File: config.mk
export PLATFORM = sky130hd
export DESIGN_NAME = alu_addsub_ctrl
export DESIGN_NICKNAME = d
export VERILOG_FILES = /design/src/rtl/alu_pkg.sv /design/src/rtl/alu_flag_calc.sv /design/src/rtl/alu_addsub_ctrl.sv
export SDC_FILE = /design/constraint.sdc
export NUM_CORES = 1
export LEC_CHECK = 0
export CAP_MARGIN = 5
export CORE_MARGIN = 8
export CORE_UTILIZATION = 40
export CTS_CLUSTER_DIAMETER = 40
export DETAILED_ROUTE_END_ITERATION = 10
export PLACE_DENSITY = 0.77
export SLEW_MARGIN = 15
export SYNTH_ARGS = -nofsm -noshare
export SYNTH_HDL_FRONTEND = slang
export SYNTH_HIERARCHICAL = 1
export SYNTH_SLANG_ARGS = --single-unit
File: constraint.sdc
create_clock -name clk -period 1.61 [get_ports clk]
set_input_delay 0.161 -clock clk [delete_from_list [all_inputs] [get_ports clk]]
set_output_delay 0.161 -clock clk [all_outputs]
set_load 0.02 [all_outputs]
File: src/rtl/alu_pkg.sv
// Shared opcodes, flag bit positions and FSM encodings for the add/sub sequencer.
package alu_pkg;

    localparam logic [2:0] OP_ADD = 3'd0;
    localparam logic [2:0] OP_SUB = 3'd1;
    localparam logic [2:0] OP_INC = 3'd2;
    localparam logic [2:0] OP_DEC = 3'd3;
    localparam logic [2:0] OP_CMP = 3'd4;

    // rsp_flags is packed {Z,N,C,V}
    localparam int FLG_Z = 3;
    localparam int FLG_N = 2;
    localparam int FLG_C = 1;
    localparam int FLG_V = 0;

    typedef enum logic [1:0] {
        ST_IDLE = 2'd0,
        ST_RUN  = 2'd1,
        ST_RESP = 2'd2
    } state_t;

endpackage

File: src/rtl/alu_flag_calc.sv
// Combinational ZNCV derivation from the adder output. b_eff is the operand
// after the adder's internal inversion, so V is the plain same-sign overflow test.
module alu_flag_calc
    import alu_pkg::*;
#(
    parameter int WIDTH = 16
) (
    input  logic [WIDTH-1:0] sum,
    input  logic             cout,
    input  logic [WIDTH-1:0] a,
    input  logic [WIDTH-1:0] b_eff,
    output logic [3:0]       flags
);

    // Derive flags; C=1 on subtract means no borrow occurred
    always_comb begin
        flags        = '0;
        flags[FLG_Z] = (sum == '0);
        flags[FLG_N] = sum[WIDTH-1];
        flags[FLG_C] = cout;
        flags[FLG_V] = (a[WIDTH-1] == b_eff[WIDTH-1]) && (sum[WIDTH-1] != a[WIDTH-1]);
    end

endmodule

File: src/rtl/alu_addsub_ctrl.sv
// Sequencer in front of the 16-bit adder: maps opcodes to operands/c_in,
// holds the adder enable until ready (or watchdog expiry) and returns a
// registered result with ZNCV flags over a valid/ready response port.
//
//  state | meaning
//  IDLE  | req_ready=1, waiting for a request; adder disabled
//  RUN   | add_en=1, waiting for add_ready; watchdog counting
//  RESP  | rsp_valid=1, response held until rsp_ready
module alu_addsub_ctrl
    import alu_pkg::*;
#(
    parameter int WIDTH   = 16,
    parameter int TIMEOUT = 15,
    parameter int CNT_W   = 4
) (
    input  logic             clk,
    input  logic             rst_n,
    input  logic             req_valid,
    output logic             req_ready,
    input  logic [2:0]       req_op,
    input  logic [WIDTH-1:0] req_a,
    input  logic [WIDTH-1:0] req_b,
    output logic             add_en,
    output logic [WIDTH-1:0] add_a,
    output logic [WIDTH-1:0] add_b,
    output logic             add_cin,
    input  logic [WIDTH-1:0] add_sum,
    input  logic             add_cout,
    input  logic             add_ready,
    output logic             rsp_valid,
    input  logic             rsp_ready,
    output logic [WIDTH-1:0] rsp_result,
    output logic [3:0]       rsp_flags,
    output logic             rsp_wr,
    output logic             rsp_err
);

    state_t           state;
    logic [CNT_W-1:0] cnt;
    logic             op_wr;

    logic [WIDTH-1:0] map_b;
    logic             map_cin;
    logic             map_legal;
    logic             map_wr;

    logic [WIDTH-1:0] b_eff;
    logic [3:0]       flags_calc;

    assign b_eff = add_b ^ {WIDTH{add_cin}};

    alu_flag_calc #(.WIDTH(WIDTH)) u_flag_calc (
        .sum   (add_sum),
        .cout  (add_cout),
        .a     (add_a),
        .b_eff (b_eff),
        .flags (flags_calc)
    );

    // Opcode to adder operand mapping; INC/DEC replace B with the constant 1
    always_comb begin
        map_b     = req_b;
        map_cin   = 1'b0;
        map_legal = 1'b1;
        map_wr    = 1'b1;
        case (req_op)
            OP_ADD: map_cin = 1'b0;
            OP_SUB: map_cin = 1'b1;
            OP_INC: map_b   = WIDTH'(1);
            OP_DEC: begin
                map_b   = WIDTH'(1);
                map_cin = 1'b1;
            end
            OP_CMP: begin
                map_cin = 1'b1;
                map_wr  = 1'b0;
            end
            default: begin
                map_legal = 1'b0;
                map_wr    = 1'b0;
            end
        endcase
    end

    // Sequencer FSM with watchdog; every output is registered here
    always_ff @(posedge clk or negedge rst_n) begin
        if (!rst_n) begin
            state      <= ST_IDLE;
            cnt        <= '0;
            op_wr      <= 1'b0;
            req_ready  <= 1'b1;
            add_en     <= 1'b0;
            add_a      <= '0;
            add_b      <= '0;
            add_cin    <= 1'b0;
            rsp_valid  <= 1'b0;
            rsp_result <= '0;
            rsp_flags  <= '0;
            rsp_wr     <= 1'b0;
            rsp_err    <= 1'b0;
        end else begin
            case (state)
                ST_IDLE: begin
                    if (req_valid) begin
                        req_ready <= 1'b0;
                        if (map_legal) begin
                            add_a   <= req_a;
                            add_b   <= map_b;
                            add_cin <= map_cin;
                            add_en  <= 1'b1;
                            op_wr   <= map_wr;
                            cnt     <= '0;
                            state   <= ST_RUN;
                        end else begin
                            rsp_valid  <= 1'b1;
                            rsp_err    <= 1'b1;
                            rsp_wr     <= 1'b0;
                            rsp_result <= '0;
                            rsp_flags  <= '0;
                            state      <= ST_RESP;
                        end
                    end
                end
                ST_RUN: begin
                    // ready wins over a watchdog expiry on the same edge
                    if (add_ready) begin
                        add_en     <= 1'b0;
                        rsp_valid  <= 1'b1;
                        rsp_result <= add_sum;
                        rsp_flags  <= flags_calc;
                        rsp_wr     <= op_wr;
                        rsp_err    <= 1'b0;
                        state      <= ST_RESP;
                    end else if (cnt == CNT_W'(TIMEOUT - 1)) begin
                        cnt        <= cnt + 1'b1;
                        add_en     <= 1'b0;
                        rsp_valid  <= 1'b1;
                        rsp_result <= '0;
                        rsp_flags  <= '0;
                        rsp_wr     <= 1'b0;
                        rsp_err    <= 1'b1;
                        state      <= ST_RESP;
                    end else begin
                        cnt <= cnt + 1'b1;
                    end
                end
                ST_RESP: begin
                    // passing through IDLE keeps add_en low for two edges before the next op
                    if (rsp_ready) begin
                        rsp_valid <= 1'b0;
                        req_ready <= 1'b1;
                        state     <= ST_IDLE;
                    end
                end
                default: begin
                    state     <= ST_IDLE;
                    add_en    <= 1'b0;
                    rsp_valid <= 1'b0;
                    req_ready <= 1'b1;
                end
            endcase
        end
    end

endmodule
==> flow_metrics.env <==
export IMPL_grtUsageTotal_pct=15.9
export IMPL_wirelength_um=7680
export IMPL_cts_root_buf="clkbuf_8"
export IMPL_setup_tns_ns=0
export IMPL_antennaDiodeCount=0
export IMPL_netlist_area_um2=2890
export IMPL_grt_ovfl_total=0
export IMPL_cts_buffers=9
export IMPL_drt_vias_per_instance=4.90
export IMPL_grt_antenna_before_repair=0
export IMPL_die_area_um2=10200
export IMPL_cp_max_fo=22
export IMPL_first_global_vias=2517
export IMPL_path_class="register to register"
export IMPL_drc_errors=0
export IMPL_final_seq_area_um2=1630
export IMPL_period_share_pct=95.2
export IMPL_portBuffers=114
export IMPL_maxCapViolations=0
export IMPL_start_util_pct=40.5
export IMPL_report_final_setup_viol=0
export IMPL_worstSetupEndpointType="register"
export IMPL_syn_to_final_growth_pct=54.1
export IMPL_period_needed_ns=1.53
export IMPL_clk_pin_slew_ns=0.07
export IMPL_die_h_um=101
export IMPL_wire_per_inst_um=15.9
export IMPL_p_leak_nw=2.06
export IMPL_power_per_cell_area_nw_per_um2=1900
export IMPL_hp_class="input pin to async pin"
export IMPL_drive_gt1_share_pct=16.1
export IMPL_status="completed"
export IMPL_final_nets=440
export IMPL_fmax_ghz=0.653
export IMPL_ioPinCount=115
export IMPL_dp_hpwl_um=5700
export IMPL_syn_num_nets=311
export IMPL_htree_levels=3
export IMPL_clockBufferDepth=2
export IMPL_slowest_delay_ns=0.48
export IMPL_skew_ns=0.00489
export IMPL_tightestPinTransition_ns=0.400
export IMPL_yosysWarnings=6
export IMPL_syn_inst=252
export IMPL_rsz0062_at_grt="false"
export IMPL_worst_path_max_delay_cell="dfrtp_1"
export IMPL_dr_pass1_iters=4
export IMPL_route_vias_total=2372
export IMPL_place_congestion=0.817
export IMPL_p_total_mw=8.47
export IMPL_required_ns=1.81
export IMPL_maxSlewHeadroom_pct=73.4
export IMPL_ir_drop_mv=0.945
export IMPL_multi_input_area_um2=1120
export IMPL_grt_max_degree=39
export IMPL_drv_slew=0
export IMPL_final_hold_viol_count=0
export IMPL_cts_tree="done"
export IMPL_grt_pass1_wl_um=12800
export IMPL_syn_area_per_cell_um2=11.5
export IMPL_core_area_um2=7140
export IMPL_crit_chain="or3b_4, a31o_4, nand2_8, o21ai_0"
export IMPL_clkSinkCount=65
export IMPL_clock_latency_ns=0.33
export IMPL_rows=31
export IMPL_cp_data_arrival_time_ns=1.73
export IMPL_die_w_um=101
export IMPL_fill_cells=611
export IMPL_drtIter0Drc=80
export IMPL_start_kind="register"
export IMPL_ant_nets=0
==> sequential cells by signal (all words and copies together), names as in the netlist <==
signal / count
cnt: 4
rsp_wr: 1
rsp_result: 16
state: 2
add_a: 16
add_cin: 1
add_en: 1
rsp_err: 1
rsp_valid: 1
op_wr: 1
req_ready: 1
add_b: 16
rsp_flags: 4
==> layout by cell type (no fill, tap or decap), drive strengths merged, types with 2 or more instances in the layout <==
cell           instances
mux2                  16
nand3                  2
nand2b                 3
buf                   22
nor3b                  2
nand2                 38
nor3                   2
clkdlybuf4s50        111
a21boi                 3
clkbuf                12
inv                    6
a21o                  21
a22o                  21
clkinv                 2
a21oi                  4
nor4                   4
o21ai                 24
ha                     2
dfrtp                 64
nor2b                  3
or3                    3
o22ai                  2
nor2                   4
==> worst max-delay path: cells and delay by family (launching register included) <==
kind / cells / cell delay (ns)
AO/OA/AOI/OAI: 2 / 0.36
AND/OR/NAND/NOR: 2 / 0.56
flip-flops: 1 / 0.48
==> metrics by stage <==
stage,cells,worst slack [ns],instance area [um2],hold WS [ns],utilization [%]
finish,484,0.0776,4450,0.304,62.4
global route,484,0.00736,4450,0.337,62.4
CTS,484,0.0148,4450,0.295,62.3
detailed placement,468,-0.0576,4240,0.119,59.4
global placement,468,-0.0218,4240,0.114,59.4
floorplan,252,0.106,2890,-0.135,-
==> where the power goes <==
part,internal (mW),switching [mW],total (mW),leakage (nW)
Sequential,2.40,0.528,2.93,0.806
Clock,0.787,0.581,1.37,0.102
Combinational,2.16,2.02,4.18,1.16
Total,5.34,3.13,8.47,2.06
==> worst paths after layout <==
| path | from | to | slack (ns) | depth (start not counted) |
|---|---|---|---|---|
| max | state[1] | state[1] | 0.08 | 4 |
| min | rst_n | rsp_result[11] | 0.30 | 2 |
| max reg2reg | state[1] | state[1] | 0.08 | 4 |
| min reg2reg | add_b[0] | add_b[0] | 0.48 | 2 |
| max in group asynchronous | rst_n | add_b[8] | 0.67 | 3 |
| min in group clk | req_b[14] | add_b[14] | 0.38 | 3 |
==> per-layer routing <==
layer | wire [um] | global-route usage, %
met5 | 0 | 0
met4 | 105 | 6.41
met3 | 596 | 5.46
met2 | 3460 | 24.0
met1 | 3520 | 20.3
==> what timing repair did <==
action                                  4_1_cts  5_1_grt
endpoints found under the setup margin        1        8
setup buffers                                 0        0
hold buffers                                  1        0
hold endpoints to repair                     15        0
resized for setup                             1        2
==> cell type report <==
class / instances / share of cell area (%)
Sequential cell: 65 / 36.6
Timing Repair Buffer: 136 / 30.4
Multi-Input combinational cell: 163 / 25.3
Clock buffer: 12 / 3.49
Tap cell: 99 / 2.78
Clock inverter: 3 / 0.900
Inverter: 6 / 0.506
(Power assumes the default switching activity.)
